===== src/rtl/dsp_share_arb_pkg.sv =====
// Shared DSP definitions: default operand widths, requester-count limits, ID sizing.
// Latency: n/a (declarations only).
// Backpressure: n/a.
package dsp_share_arb_pkg;

    localparam int NREQ_DEF    = 3;
    localparam int NREQ_MIN    = 2;
    localparam int NREQ_MAX    = 4;
    localparam int A_WIDTH_DEF = 25;
    localparam int B_WIDTH_DEF = 11;

    // Never narrower than one bit, so a degenerate count still yields a legal port.
    function automatic int id_width(input int n);
        return (n <= 1) ? 1 : $clog2(n);
    endfunction

endpackage


===== src/rtl/dsp_share_arb_rr_arbiter.sv =====
// Round-robin one-hot grant over NREQ requesters; search starts at the pointer.
// Latency: grant is combinational; the pointer advances on the handshake edge.
// Backpressure: no grant while en_i=0 or in reset; the pointer then holds.
module rr_arbiter
    import dsp_share_arb_pkg::*;
#(
    parameter  int NREQ     = NREQ_DEF,
    localparam int ID_WIDTH = id_width(NREQ)
) (
    input  logic                clk_3x,
    input  logic                srst_n,
    input  logic                en_i,
    input  logic [NREQ-1:0]     valid_i,
    output logic [NREQ-1:0]     grant_o,
    output logic [ID_WIDTH-1:0] grant_id_o
);

    logic [ID_WIDTH-1:0] ptr;
    logic [ID_WIDTH:0]   cand;
    logic                found;

    always_comb begin
        grant_o    = '0;
        grant_id_o = '0;
        found      = 1'b0;
        cand       = '0;
        for (int i = 0; i < NREQ; i++) begin
            // One extra bit so ptr+i cannot overflow before the modulo fold.
            cand = {1'b0, ptr} + (ID_WIDTH+1)'(i);
            if (cand >= (ID_WIDTH+1)'(NREQ))
                cand = cand - (ID_WIDTH+1)'(NREQ);
            if (!found && valid_i[cand[ID_WIDTH-1:0]]) begin
                found      = 1'b1;
                grant_id_o = cand[ID_WIDTH-1:0];
            end
        end
        if (found && en_i && srst_n)
            grant_o[grant_id_o] = 1'b1;
    end

    always_ff @(posedge clk_3x) begin
        if (!srst_n)
            ptr <= '0;
        else if (|grant_o)
            ptr <= (grant_id_o == ID_WIDTH'(NREQ-1)) ? '0 : grant_id_o + 1'b1;
    end

endmodule


===== src/rtl/dsp_share_arb.sv =====
// Shares one multiply-add (P = A*B + C) among NREQ requesters via round-robin.
// Latency: result strobes 2 cycles after the handshake edge; 1 op/cycle.
// Backpressure: input side only via ready_o; results are never stalled.
module dsp_share_arb
    import dsp_share_arb_pkg::*;
#(
    parameter  int NREQ     = NREQ_DEF,
    parameter  int A_WIDTH  = A_WIDTH_DEF,
    parameter  int B_WIDTH  = B_WIDTH_DEF,
    localparam int P_WIDTH  = A_WIDTH + B_WIDTH,
    localparam int ID_WIDTH = id_width(NREQ)
) (
    input  logic                      clk_3x,
    input  logic                      srst_n,
    input  logic                      en_i,
    input  logic [NREQ-1:0]           valid_i,
    output logic [NREQ-1:0]           ready_o,
    input  logic [NREQ*A_WIDTH-1:0]   a_i,
    input  logic [NREQ*B_WIDTH-1:0]   b_i,
    input  logic [NREQ*P_WIDTH-1:0]   c_i,
    output logic                      res_valid_o,
    output logic [ID_WIDTH-1:0]       res_id_o,
    output logic [P_WIDTH-1:0]        res_p_o,
    output logic                      busy_o
);

    typedef struct packed {
        logic [ID_WIDTH-1:0]       id;
        logic signed [A_WIDTH-1:0] a;
        logic signed [B_WIDTH-1:0] b;
        logic signed [P_WIDTH-1:0] c;
    } op_t;

    logic [ID_WIDTH-1:0]       grant_id;
    op_t                       gnt_op;
    op_t                       s1_op;
    logic                      s1_vld;
    logic                      s2_vld;
    logic signed [P_WIDTH-1:0] mac_p;

    rr_arbiter #(.NREQ(NREQ)) u_arb (
        .clk_3x     (clk_3x),
        .srst_n     (srst_n),
        .en_i       (en_i),
        .valid_i    (valid_i),
        .grant_o    (ready_o),
        .grant_id_o (grant_id)
    );

    always_comb begin
        gnt_op    = '0;
        gnt_op.id = grant_id;
        gnt_op.a  = a_i[int'(grant_id)*A_WIDTH +: A_WIDTH];
        gnt_op.b  = b_i[int'(grant_id)*B_WIDTH +: B_WIDTH];
        gnt_op.c  = c_i[int'(grant_id)*P_WIDTH +: P_WIDTH];
    end

    // Operands are sign-extended to P_WIDTH first; the exact product fits, the add wraps.
    always_comb begin
        mac_p = P_WIDTH'($signed(s1_op.a)) * P_WIDTH'($signed(s1_op.b)) + s1_op.c;
    end

    always_ff @(posedge clk_3x) begin
        if (!srst_n) begin
            s1_vld   <= 1'b0;
            s1_op    <= '0;
            s2_vld   <= 1'b0;
            res_id_o <= '0;
            res_p_o  <= '0;
        end else begin
            s1_vld <= |ready_o;
            if (|ready_o)
                s1_op <= gnt_op;
            s2_vld <= s1_vld;
            if (s1_vld) begin
                res_id_o <= s1_op.id;
                res_p_o  <= mac_p;
            end
        end
    end

    assign res_valid_o = s2_vld;
    assign busy_o      = s1_vld | s2_vld;

endmodule


===== config.mk =====
export PLATFORM = sky130hd
export DESIGN_NAME = dsp_share_arb
export DESIGN_NICKNAME = d
export VERILOG_FILES = /design/src/rtl/dsp_share_arb_pkg.sv /design/src/rtl/dsp_share_arb_rr_arbiter.sv /design/src/rtl/dsp_share_arb.sv
export SDC_FILE = /design/constraint.sdc
export NUM_CORES = 1
export LEC_CHECK = 0
export ABC_AREA = 1
export CELL_PAD_IN_SITES_DETAIL_PLACEMENT = 1
export CELL_PAD_IN_SITES_GLOBAL_PLACEMENT = 2
export CORE_ASPECT_RATIO = 0.5
export CORE_MARGIN = 1.5
export CORE_UTILIZATION = 34
export CTS_CLUSTER_DIAMETER = 150
export DETAILED_ROUTE_END_ITERATION = 10
export PLACE_DENSITY_LB_ADDON = 0.08
export SETUP_SLACK_MARGIN = 0.5
export SYNTH_ARGS = -nofsm -noshare
export SYNTH_HDL_FRONTEND = slang
export SYNTH_HIERARCHICAL = 1
export SYNTH_SLANG_ARGS = --single-unit
export TNS_END_PERCENT = 20

===== constraint.sdc =====
create_clock -name clk_3x -period 13 [get_ports clk_3x]
set_clock_uncertainty 0.15 [all_clocks]
set_input_delay 1.3 -clock clk_3x [delete_from_list [all_inputs] [get_ports clk_3x]]
set_output_delay 1.3 -clock clk_3x [all_outputs]
set_load 0.005 [all_outputs]

==> results.py, run 1 <==
metrics = {
    "outcome": {
        "status": "finished clean",
    },
    "floorplanning": {
        "die_w_um": 322,
        "rows": 58,
        "start_util_pct": 34.4,
        "die_area_sq_um": 52200,
        "die_h_um": 162,
        "io_pins": 265,
        "coreArea_sq_um": 50100,
    },
    "routing": {
        "first_pass_iters": 5,
        "ant_nets": 0,
        "vias": 15687,
        "drc": 0,
        "drt-total-wl_um": 64100,
        "viasPerCell": 4.69,
        "drt_iter0_drc": 784,
        "wl_per_cell_um": 19.2,
    },
    "critical_path": {
        "path_max_fanout": 12,
        "r2r_end": "res_p_o[28]",
        "cp-start-kind": "flip-flop",
        "worstSetupEndpointType": "flip-flop",
        "cp_data_required_time_ns": 13.21,
        "rrSetupSlack_ns": 7.34,
        "crit_type": "flip-flop to flip-flop",
        "crit_arrival_ns": 5.87,
        "rr_startpoint": "s1_op[71]",
        "ff2ff_path_depth": 20,
    },
    "place": {
        "post-place-ws_ns": 7.45,
        "placed_area_sq_um": 20400,
        "hpwl_um": 52500,
        "gp_congestion": 0.877,
        "port_buffers": 264,
    },
    "synthesis": {
        "yosysUniqueCellTypes": 36,
        "ys_ff_latch": 116,
        "synthArstFlopShare_pct": 0,
        "syn_area_sq_um": 17200,
        "synth_cells": 2454,
        "yosys_warnings": 6,
        "yosys.area.top_type": "fa_1",
        "synth_area_leaders": "fa_1 (32%), dfxtp_1 (13%), nand2_1 (13%)",
        "synth_fp_nets": 3044,
        "yosysSeqAreaShare_pct": 13.5,
        "synth_top_area_share_pct": 32.3,
        "synth-main-ff-cell": "dfxtp_1",
        "avgSynthCellArea_sq_um": 7.03,
        "synth_edf_count": 0,
    },
    "timing": {
        "rsz0062_at_grt": "false",
        "maxSlewViolCount": 0,
        "worstMarginPinSlew_ns": 0.970,
        "min_period_ns": 5.66,
        "finalHoldWorstSlack_ns": 0.340,
        "fmax_mhz": 177,
        "hold_viol": 0,
        "min_period_over_period_pct": 43.5,
        "finalSetupViolations": 0,
        "slew_headroom_pct": 35.3,
        "final.setup.tns_ns": 0,
        "setup_ws_ns": 7.34,
    },
    "layout": {
        "stdcell_area_sq_um": 21100,
        "drive_gt1_share_pct": 4.15,
        "area_growth_pct": 22.1,
        "nets": 3226,
    },
    "global_route": {
        "antenna_found_initial": 5,
        "overflow": 0,
        "track_usage_pct": 25.7,
        "grt_pass1_wl_um": 100000,
        "grt_max_degree": 92,
        "grt_pass1_vias": 16741,
    },
    "job": {
        "drv_cap": 0,
    },
    "hold_path": {
        "whs_endpoint": "res_p_o[14]",
        "min-delay-start": "res_p_o[14]",
        "min_path_cells": 2,
        "worstHoldPathType": "flip-flop to flip-flop",
    },
    "clock_network": {
        "cts_max_level": 4,
        "clk_latency_ns": 0.47,
        "cts-root-buf": "clkbuf_16",
        "cts_max_path_buffers": 2,
        "clk_pin_slew_ns": 0.08,
        "cts_tree": "done",
        "numCtsBuffers": 17,
        "numClockSinks": 116,
        "cts_setup_buffers": 0,
        "ctsResizeCount": 0,
        "cts_hold_buffers": 0,
    },
    "power_and_ir_drop": {
        "p_sw_share_pct": 55.1,
        "p_sw_mw": 1.97,
        "p_clk_share_pct": 14.7,
        "p_int_mw": 1.61,
        "power_leakage_nw": 10.6,
        "p_per_area_nw_per_um2": 170,
        "pwr-share-seq_pct": 16.5,
        "ir_drop_mv": 0.0754,
        "comb_power_share_pct": 68.8,
    },
}
-- layout by cell type (no fill, tap or decap), drive strengths merged, types with 4 or more instances in the layout --
cell,Yosys,routed
or2,7,7
xor2,10,10
ha,90,90
buf,22,21
nand3,60,60
nand2,593,593
o21bai,5,5
a31oi,74,74
diode,0,4
nor2,280,280
a21oi,33,33
fa,278,278
o21ai,172,172
clkdlybuf4s50,0,263
nand4,9,9
clkinv,1,5
nor3,7,7
inv,586,588
clkbuf,99,20
dfxtp,116,116
-- through the flow --
step	util, %	power [mW]	cells
4_1_cts	42.0	3.60	3338
3_3_place_gp	40.7	3.01	3307
3_5_place_dp	40.7	3.06	3307
5_1_grt	42.0	3.96	3342
6_report	42.0	3.58	3342
2_1_floorplan	-	2.15	2454
-- logic make-up after synthesis --
family,after synthesis,synth area share [%]
and+or+nand+nor,962,22.4
buffers and inverters,708,15.5
adders and majority gates,368,38.8
AOI/OAI and AO/OA,289,9.24
DFF,116,13.5
xor gates and xnor gates,11,0.559
-- area by class of cell --
cell class,count,area (sq um)
Timing Repair Buffer,284,2790
Inverter,587,2210
Clock inverter,11,150
Tap cell,690,863
Sequential cell,116,2320
Antenna cell,4,10.0
Fill cell,6302,29100
Clock buffer,20,467
Multi-Input combinational cell,1630,12300
-- worst max-delay path: stages, from the launching register on --
cell and delay (ns):
dfxtp_1 0.57, nand2_1 0.52, inv_1 0.31, fa_1 0.45, ha_1 0.28, inv_1 0.05, fa_1 0.60, inv_1 0.10
fa_1 0.54, inv_1 0.05, fa_1 0.36, inv_1 0.07, ha_1 0.32, a21oi_1 0.27, o21ai_0 0.17, a21oi_1 0.30
nand3_1 0.12, nand2_1 0.07, nand3_1 0.11, nand2_1 0.10, inv_1 0.04
-- sequential cells by signal (all words and copies together), names as in the netlist --
register,flops
res_p_o,36
u_arb/ptr,2
s1_op,74
res_id_o,2
s1_vld,1
res_valid_o,1
-- worst max path at each step --
stage	start	endpoint	slack, ns	depth (start not counted)
global placement	s1_op[41]	res_p_o[33]	7.47	23
floorplan	s1_op[71]	res_p_o[32]	8.06	22
global route	s1_op[71]	res_p_o[35]	6.89	21
CTS	s1_op[71]	res_p_o[28]	7.41	19
detailed placement	s1_op[71]	res_p_o[34]	7.45	21
finish	s1_op[71]	res_p_o[28]	7.34	20
-- routing by layer --
metal / vias to the layer above / track usage (%) / share of wire, %
met3: 46 / 5.95 / 5.7
met5: - / 0 / 0.020
met2: 308 / 39.1 / 43
li1: 7622 / - / -
met1: 7709 / 37.2 / 50
met4: 2 / 5.04 / 1.3
-- synthesized netlist by cell type (3+ instances only) --
library cell	count
nand2_1	578
inv_1	576
fa_1	278
nor2_1	269
o21ai_0	169
dfxtp_1	116
clkbuf_1	99
ha_1	90
a31oi_1	74
nand3_1	56
a21oi_1	27
nand2_2	15
buf_2	13
inv_2	10
nor2_2	10
xor2_1	10
nand4_1	9
buf_1	7
or2_2	7
a21oi_2	5
o21bai_1	5
nand3_2	4
nor3_1	4
and2_1	3
o211ai_1	3
o21ai_1	3
-- power by group through the flow --
stage          Combinational (mW)  Clock, mW  Sequential, mW
2_1_floorplan                1.66          0           0.486
3_3_place_gp                 2.42          0           0.595
3_5_place_dp                 2.46          0           0.597
4_1_cts                      2.47      0.540           0.590
5_1_grt                      2.81      0.554           0.604
6_report                     2.46      0.525           0.591
Power figures use the tool's default switching activity.
==> run 2: changes to the inputs <==
--- a/config.mk
+++ b/config.mk
@@ -10,7 +10,7 @@
 export CELL_PAD_IN_SITES_GLOBAL_PLACEMENT = 2
 export CORE_ASPECT_RATIO = 0.5
 export CORE_MARGIN = 1.5
-export CORE_UTILIZATION = 34
+export CORE_UTILIZATION = 28
 export CTS_CLUSTER_DIAMETER = 150
 export DETAILED_ROUTE_END_ITERATION = 10
 export PLACE_DENSITY_LB_ADDON = 0.08
==> constraint.sdc (replaced) <==
create_clock -name clk_3x -period 4.78 [get_ports clk_3x]
set_clock_uncertainty 0.15 [all_clocks]
set_input_delay 0.478 -clock clk_3x [delete_from_list [all_inputs] [get_ports clk_3x]]
set_output_delay 0.478 -clock clk_3x [all_outputs]
set_load 0.005 [all_outputs]
==> results.py, run 2 (synthesis gave the netlist of run 1 again) <==
metrics = {
    "outcome": {
        "status": "finished, violations left",
        "violations": "setup timing",
    },
    "timing": {
        "setup_ws_ns": -0.288,
        "min_period_over_period_pct": 106,
        "fmax_mhz": 197,
        "worstMarginPinSlew_ns": 1.08,
        "maxSlewViolCount": 0,
        "rsz0062_at_grt": "true",
        "finalSetupViolations": 26,
        "min_period_ns": 5.07,
        "slew_headroom_pct": 28.0,
        "hold_viol": 0,
        "finalHoldWorstSlack_ns": 0.255,
    },
    "layout": {
        "top_regs": "s1_op (74), res_p_o (36)",
        "stdcell_area_sq_um": 24600,
        "final_common_cell": "inv_1",
        "finalCoreUtilization_pct": 40.3,
        "nFillCells": 7406,
        "top_register": "s1_op",
        "area_growth_pct": 42.5,
        "layout_common_cells": "inv_1 (542), nand2_1 (510), clkdlybuf4s50_1 (263)",
        "nets": 3437,
        "fin_cells": 3691,
        "drive_gt1_share_pct": 19.4,
        "largest_reg_flops": 74,
    },
    "critical_path": {
        "cpMaxStageDelayCell": "fa_2",
        "cp-start-kind": "flip-flop",
        "cp_num_buf_inv": 6,
        "path_max_fanout": 5,
        "cp_top_family": "adder cells",
        "crit_path_end": "res_p_o[35]",
        "rr_startpoint": "s1_op[40]",
        "cp-startpoint": "s1_op[40]",
        "cp_data_required_time_ns": 5.01,
        "ff2ff_path_depth": 20,
        "crit_type": "flip-flop to flip-flop",
        "r2r_end": "res_p_o[35]",
        "worst_path_largest_cell_delay_ns": 0.68,
        "worstSetupEndpointType": "flip-flop",
        "crit_arrival_ns": 5.29,
        "rrSetupSlack_ns": -0.29,
        "cp.depth": 20,
        "crit_chain": "buf_12, nand2_2, inv_2, fa_2, fa_2, buf_6, fa_1, inv_2, fa_1, fa_2, inv_2, ha_4, nand2_4, nor2_4, and3_4, a21oi_1, nand2_1, nand3_1, nand2_1, inv_1",
    },
    "routing": {
        "drt-total-wl_um": 70800,
        "first_pass_iters": 4,
        "drc": 0,
        "viasPerCell": 4.46,
        "drt_iter0_drc": 750,
        "ant_nets": 0,
        "wl_per_cell_um": 19.2,
        "vias": 16457,
    },
    "global_route": {
        "grt_pass1_vias": 17674,
        "antenna_found_initial": 8,
        "grt_pass1_wl_um": 107000,
        "track_usage_pct": 22.6,
        "grt_max_degree": 90,
        "overflow": 0,
    },
    "power_and_ir_drop": {
        "p_clk_share_pct": 10.8,
        "p_sw_mw": 6.69,
        "p_sw_share_pct": 50.9,
        "power_leakage_nw": 12.0,
        "ir_drop_mv": 0.246,
        "p_per_area_nw_per_um2": 534,
        "total_power_mw": 13.1,
        "comb_power_share_pct": 77.9,
        "p_int_mw": 6.44,
        "pwr-share-seq_pct": 11.3,
    },
    "job": {
        "drv_cap": 0,
    },
    "clock_network": {
        "numCtsBuffers": 17,
        "cts_hold_buffers": 0,
        "cts_tree": "done",
        "numClockSinks": 116,
        "cts-root-buf": "clkbuf_16",
        "cts_max_path_buffers": 2,
        "clk_pin_slew_ns": 0.07,
        "cts_max_level": 4,
        "clk_latency_ns": 0.49,
    },
    "floorplanning": {
        "die_h_um": 179,
        "die_w_um": 354,
        "io_pins": 265,
        "die_area_sq_um": 63200,
        "start_util_pct": 28.3,
        "coreArea_sq_um": 61000,
        "rows": 64,
    },
    "hold_path": {
        "worstHoldPathType": "primary input to flip-flop",
        "min_path_cells": 5,
        "min-delay-start": "srst_n",
    },
    "place": {
        "placed_area_sq_um": 22700,
        "dp_cells": 3614,
        "gp_congestion": 0.844,
        "port_buffers": 264,
        "hpwl_um": 56700,
    },
}
==> run 2: through the flow <==
step | setup WS, ns | setup TNS (ns)
after floorplan | 0.225 | 0
after global placement | -0.600 | -6.52
after detailed placement | -0.629 | -7.95
after CTS | -0.257 | -4.20
after global routing | -0.460 | -9.82
final | -0.288 | -4.34
==> run 2: worst min path at each step <==
stage / end / slack, ns
final: u_arb/ptr[1] / 0.26
after global routing: u_arb/ptr[1] / 0.27
after CTS: u_arb/ptr[1] / 0.22
after detailed placement: res_id_o[1] / 0.33
after global placement: res_p_o[2] / 0.33
after floorplan: res_id_o[0] / 0.30
==> run 2: final cells by class <==
class                   count  area [sq um]  share of cell area [%]
clock buffers              18           439                    1.79
inverters                 587          2210                    9.00
flip-flops and latches    116          2360                    9.62
diodes                      6          15.0                  0.0611
repair buffers            495          5030                    20.5
clock inverters            14           168                   0.682
well taps                 825          1030                    4.20
multi-input cells        1630         13300                    54.2
==> run 2: worst min-delay path: cells and delay by family <==
kind | cells | cell delay [ns]
AO/OA/AOI/OAI | 1 | 0.05
buffers and inverters | 1 | 0.10
AND/OR/NAND/NOR | 3 | 0.20
==> run 2: repair_timing <==
item	4_1_cts	5_1_grt
gates cloned	1	9
endpoints found under the setup margin	30	30
pin swaps	13	100
resized for setup	83	166
buffers inserted	6	23
==> run 2: power by group through the flow <==
stage	logic (mW)	registers [mW]	clock network [mW]
after detailed placement	9.09	1.47	0
after global placement	9.01	1.47	0
final	10.2	1.48	1.42
after floorplan	5.32	1.32	0
after global routing	11.3	1.51	1.51
after CTS	9.43	1.47	1.47
==> run 2: metal layers <==
layer / routed length (um) / global-route usage [%]
met1: 37200 / 33.2
met2: 29700 / 34.5
met4: 822 / 4.38
met5: 13 / 0
met3: 3050 / 4.25
